[src/rtl/tank_fill_if.sv]
// tank_fill_if: request/sensor inputs and valve/pump outputs of the tank fill scheduler
interface tank_fill_if #(parameter int N_TANKS = 4);
    localparam int W = $clog2(N_TANKS);
    logic [N_TANKS-1:0] req;
    logic [N_TANKS-1:0] upper;
    logic               erro;
    logic               clr_fault;
    logic [N_TANKS-1:0] Valve_E;
    logic               pump_on;
    logic [W-1:0]       active_idx;
    logic [N_TANKS-1:0] fault_tank;
    logic               busy;
    modport master (
        output req, upper, erro, clr_fault,
        input  Valve_E, pump_on, active_idx, fault_tank, busy
    );
    modport slave (
        input  req, upper, erro, clr_fault,
        output Valve_E, pump_on, active_idx, fault_tank, busy
    );
endinterface

[src/rtl/tank_fill_scheduler.sv]
// tank_fill_scheduler: round-robin sharing of one supply pump among N_TANKS tanks
module tank_fill_scheduler #(
    parameter int N_TANKS      = 4,
    parameter int PRIME_CYCLES = 2,
    parameter int FILL_TIMEOUT = 32
) (
    input  logic         clock,
    input  logic         reset,
    tank_fill_if.slave   bus
);
    localparam int W  = $clog2(N_TANKS);
    localparam int CW = $clog2(FILL_TIMEOUT + PRIME_CYCLES);
    typedef enum logic [2:0] {IDLE, PRIME, FILL, CLOSE, HALT} state_t;
    state_t             state, state_n;
    logic [CW-1:0]      cnt, cnt_n;
    logic [W-1:0]       idx, idx_n, rr, rr_n, pick, j;
    logic [N_TANKS-1:0] fault, fault_n, elig;
    assign elig = bus.req & ~bus.upper & ~fault;
    // descending scan so the lowest offset from rr wins
    always_comb begin
        pick = '0;
        j    = '0;
        for (int i = N_TANKS - 1; i >= 0; i--) begin
            j = W'((int'(rr) + i) % N_TANKS);
            if (elig[j]) pick = j;
        end
    end
    always_comb begin
        state_n = state;
        cnt_n   = cnt + 1'b1;
        idx_n   = idx;
        rr_n    = rr;
        fault_n = fault;
        unique case (state)
            IDLE: begin
                cnt_n = '0;
                if (bus.erro) state_n = HALT;
                else if (|elig) begin
                    idx_n   = pick;
                    state_n = PRIME;
                end
            end
            PRIME: begin
                if (bus.erro) state_n = HALT;
                else if (cnt == CW'(PRIME_CYCLES - 1)) begin
                    cnt_n   = '0;
                    state_n = FILL;
                end
            end
            FILL: begin
                if (bus.erro) state_n = HALT;
                else if (bus.upper[idx]) state_n = CLOSE;
                else if (cnt == CW'(FILL_TIMEOUT - 1)) begin
                    fault_n[idx] = 1'b1;
                    state_n      = CLOSE;
                end
            end
            CLOSE: begin
                if (bus.erro) state_n = HALT;
                else begin
                    rr_n    = (idx == W'(N_TANKS - 1)) ? '0 : idx + 1'b1;
                    state_n = IDLE;
                end
            end
            HALT: state_n = bus.erro ? HALT : IDLE;
            default: state_n = IDLE;
        endcase
        if (bus.clr_fault) fault_n = '0;
    end
    always_ff @(posedge clock) begin
        if (reset) begin
            state <= IDLE;
            cnt   <= '0;
            idx   <= '0;
            rr    <= '0;
            fault <= '0;
        end else begin
            state <= state_n;
            cnt   <= cnt_n;
            idx   <= idx_n;
            rr    <= rr_n;
            fault <= fault_n;
        end
    end
    assign bus.pump_on    = (state == PRIME) || (state == FILL);
    assign bus.Valve_E    = (state == FILL) ? (N_TANKS'(1) << idx) : '0;
    assign bus.active_idx = idx;
    assign bus.fault_tank = fault;
    assign bus.busy       = (state != IDLE);
endmodule

[src/flat_wrapper.sv]
// flat-port wrapper written by rule: the top's interface ports become plain ports
module tank_fill_scheduler_flat 
#(
    parameter int N_TANKS      = 4,
    parameter int PRIME_CYCLES = 2,
    parameter int FILL_TIMEOUT = 32
)
  (clock, reset, bus_req, bus_upper, bus_erro, bus_clr_fault, bus_Valve_E, bus_pump_on, bus_active_idx, bus_fault_tank, bus_busy);
  tank_fill_if #(.N_TANKS(N_TANKS)) bus_i ();
  input  logic clock;
  input  logic reset;
  input wire logic [$bits(bus_i.req)-1:0] bus_req;
  input wire logic [$bits(bus_i.upper)-1:0] bus_upper;
  input wire logic [$bits(bus_i.erro)-1:0] bus_erro;
  input wire logic [$bits(bus_i.clr_fault)-1:0] bus_clr_fault;
  output wire logic [$bits(bus_i.Valve_E)-1:0] bus_Valve_E;
  output wire logic [$bits(bus_i.pump_on)-1:0] bus_pump_on;
  output wire logic [$bits(bus_i.active_idx)-1:0] bus_active_idx;
  output wire logic [$bits(bus_i.fault_tank)-1:0] bus_fault_tank;
  output wire logic [$bits(bus_i.busy)-1:0] bus_busy;
  assign bus_i.req = bus_req;
  assign bus_i.upper = bus_upper;
  assign bus_i.erro = bus_erro;
  assign bus_i.clr_fault = bus_clr_fault;
  assign bus_Valve_E = bus_i.Valve_E;
  assign bus_pump_on = bus_i.pump_on;
  assign bus_active_idx = bus_i.active_idx;
  assign bus_fault_tank = bus_i.fault_tank;
  assign bus_busy = bus_i.busy;
  tank_fill_scheduler #(.N_TANKS(N_TANKS), .PRIME_CYCLES(PRIME_CYCLES), .FILL_TIMEOUT(FILL_TIMEOUT)) u_core (.clock(clock), .reset(reset), .bus(bus_i));
endmodule
[config.mk]
export PLATFORM = sky130hd
export DESIGN_NAME = tank_fill_scheduler_flat
export DESIGN_NICKNAME = d
export VERILOG_FILES = /design/src/rtl/tank_fill_if.sv /design/src/rtl/tank_fill_scheduler.sv /design/src/flat_wrapper.sv
export SDC_FILE = /design/constraint.sdc
export NUM_CORES = 1
export LEC_CHECK = 0
export ABC_AREA = 1
export BUFFER_PORTS_ARGS = -buffer_cell sky130_fd_sc_hd__buf_2
export CAP_MARGIN = 10
export CELL_PAD_IN_SITES_DETAIL_PLACEMENT = 1
export CELL_PAD_IN_SITES_GLOBAL_PLACEMENT = 1
export CORE_MARGIN = 5
export CORE_UTILIZATION = 36
export CTS_CLUSTER_DIAMETER = 200
export DETAILED_ROUTE_END_ITERATION = 10
export PLACE_DENSITY_LB_ADDON = 0.1
export SLEW_MARGIN = 30
export SYNTH_ARGS = -nofsm -noshare
export SYNTH_HDL_FRONTEND = slang
export SYNTH_SLANG_ARGS = --single-unit
[constraint.sdc]
create_clock -name clock -period 1.39 [get_ports clock]
set_input_delay 0 -clock clock [delete_from_list [all_inputs] [get_ports clock]]
set_output_delay 0 -clock clock [all_outputs]
set_load 0.02 [all_outputs]
==> qor.txt <==
Nets: 220
Clock skew: 0.00307 ns
Crit path launch type: register
Clock latency at the later pin of the worst-skew pair: 0.30 ns
Switching pwr: 333 uW
Post-synth top area share: 32.1%
Die W: 64.3 um
Worst min path class: input pin to register
Starting Density: 38.1%
Diodes inserted: 0
Routed wire length: 3360 um
Critical Path RT: 1.64 ns
Post-synth top cells: nand2_1, nor2_1, dfxtp_1, inv_1, nand3_1
Slew margin rel.: 80.5%
Post-synth ARST share: 0%
CTS H-tree lvls: 1
Core box area: 0.00278 mm^2
Antenna Violating Nets Remaining: 0
Hpwl dp: 2530 um
CTS tree: built
Combinational share of power: 24.2%
Site row count: 19
Max-slew violation count: 0
Seq cells post-synth: 17
CTS clk-pin slew, worst paths: 0.11 ns
PwrDens: 682 mW/mm^2
Run status: complete, but fails checks
Total grt overflow: 0
Max_cap viols: 0
Post-Place Worst Slack: -0.0502 ns
Vias per cell: 5.12
Final hold viol count: 2
Post-route clock period utilization: 101%
YS warnings: 0
Pint: 720 uW
Maximum vdd ir drop: 0.649 mV
Ports: 24
Layout cells sized above 1: 46.8%
Die H: 64.3 um
Largest net degree at the start of global routing: 10
Syn-to-layout area delta: 45.7%
Slew @ Worst Pin: 0.291 ns
Critical path, cell by cell: inv_2, nand3_2, nor2_2, nand3_2, buf_6, nor3_4, a21oi_1, nor2_1
RSZ-0062 raised after global routing: yes
Syn Nets: 178
Port Buf Inserts: 23
Sequential share of power: 48.8%
Synth Flop Type: dfxtp_1
First-pass GRT wire length: 5160 um
CTS root buf: clkbuf_4
Power, Total: 1050 uW
Top fanout value on the critical path: 4
Full die area: 0.00413 mm^2
CTS Buffer Depth: 2
Proportion of synthesized chip area in sequential cells: 32.1%
Worst Setup End Kind: register
DR vias: 1188
Critical Path AT: 1.65 ns
Highest clock rate: 714 MHz
GR Util All Layers: 15.6%
Initial antenna violation count: 0
Failing checks: hold timing, setup timing
Vias in the first global route: 1194
Starting DRT DRC Count: 49
Crit-path slowest cell: dfxtp_2
WHS: -0.00460 ns
Switching share of power: 31.6%
Synthesized area: 0.00106 mm^2
Placed Cells: 221
Syn_area_per_cell: 6.62 um^2
Global placer's final weighted congestion: 0.851
Final setup viols: 2
Final worst setup slack: -0.0104 ns
Top cell type by total area after synthesis: dfxtp_1
EDFF count, synth: 0
Layout Cells excl Fill: 232
Max incr delay on CP: 0.35 ns
Total negative slack: -0.0162 ns
Static leakage: 0.000685 uW
WS Path Type: register to register
Cts bufs inserted: 3
Iteration count of the initial detailed-routing pass: 4
Tmin final: 1.40 ns
Synthesized instance count: 160
# DRC: 0
Clock share of power: 27.0%
Clock tree sinks: 17
Most used cell, CP: nand3_2
Dominant cells by area after synthesis: dfxtp_1, nand2_1, nor2_1
Synth cell types: 26
WL/cell: 14.5 um
[cell usage in the layout (no fill, tap or decap), drive strengths merged]
cell type    synthesis  routed
a211oi               1       1
a21oi               12      12
buf                  1      36
clkbuf               0       4
dfxtp               17      17
dlygate4sd3          0       2
ha                   6       6
inv                 18      18
nand2               36      36
nand3               16      16
nand3b               1       1
nand4                3       3
nor2                33      33
nor3                 3       3
nor3b                1       1
nor4                 1       1
o211ai               1       1
o21ai                6       6
or2                  1       1
xnor2                2       2
xor2                 1       1
[through the flow]
stage | utilization (%) | cell area [um^2]
floorplan | - | 1060
global placement | 45.7 | 1270
detailed placement | 45.7 | 1270
CTS | 48.0 | 1340
global route | 55.5 | 1540
finish | 55.5 | 1540
[timing repair]
action,CTS,global route
resized for setup,6,53
pin swaps,1,21
endpoints found under the setup margin,10,11
hold endpoints to repair,6,0
setup buffers,1,4
hold buffers,2,0
[final cells by class]
type                    instances  area (um^2)
fillers                       375         1240
multi-input cells             124          798
well taps                      31         38.8
flip-flops and latches         17          360
repair buffers                 38          248
inverters                      18         72.6
clock buffers                   4         26.3
[worst paths after layout]
kind                                              start                                    end  slack [ns]  cells past startpoint
setup reg to reg           u_core.state[2]$_SDFFE_PP0P_  u_core.bus.fault_tank[2]$_SDFFE_PP0P_       -0.01                      8
hold reg to reg   u_core.bus.fault_tank[0]$_SDFFE_PP0P_  u_core.bus.fault_tank[0]$_SDFFE_PP0P_        0.51                      2
hold / removal                            bus_clr_fault  u_core.bus.fault_tank[0]$_SDFFE_PP0P_      -0.005                      3
setup / recovery           u_core.state[2]$_SDFFE_PP0P_  u_core.bus.fault_tank[2]$_SDFFE_PP0P_       -0.01                      8
[power groups by stage]
stage / Combinational (uW) / Clock [uW] / Sequential (uW)
finish: 255 / 284 / 514
global route: 285 / 328 / 517
CTS: 220 / 292 / 511
detailed placement: 209 / 0 / 523
global placement: 204 / 0 / 522
floorplan: 115 / 0 / 526
[critical path, delay by kind of cell, from the launching register on]
family / cells / cell delay (ns)
simple gates: 5 / 0.67
flops: 1 / 0.35
buf+inv: 2 / 0.20
compound gates: 1 / 0.11
[sequential cells by signal, summed over array words and instances (netlist names)]
register,cells
u_core.cnt,6
u_core.rr,2
u_core.bus.active_idx,2
u_core.state,3
u_core.bus.fault_tank,4
[per-layer routing]
layer	global-route usage [%]	wire (um)	part of all wire (%)	vias up
met3	2.63	78	2.3	7
met4	5.34	84	2.5	0
met5	0	0	0	-
met2	29.6	1850	55	12
met1	17.0	1350	40	568
li1	-	-	-	601
[cell families after synthesis]
family / synth area share (%)
and+or+nand+nor: 41.3
DFF: 32.1
adders and majority gates: 7.08
buffers and inverters: 6.73
AOI/OAI and AO/OA: 10.3
xor gates and xnor gates: 2.48
(Power assumes the default switching activity.)
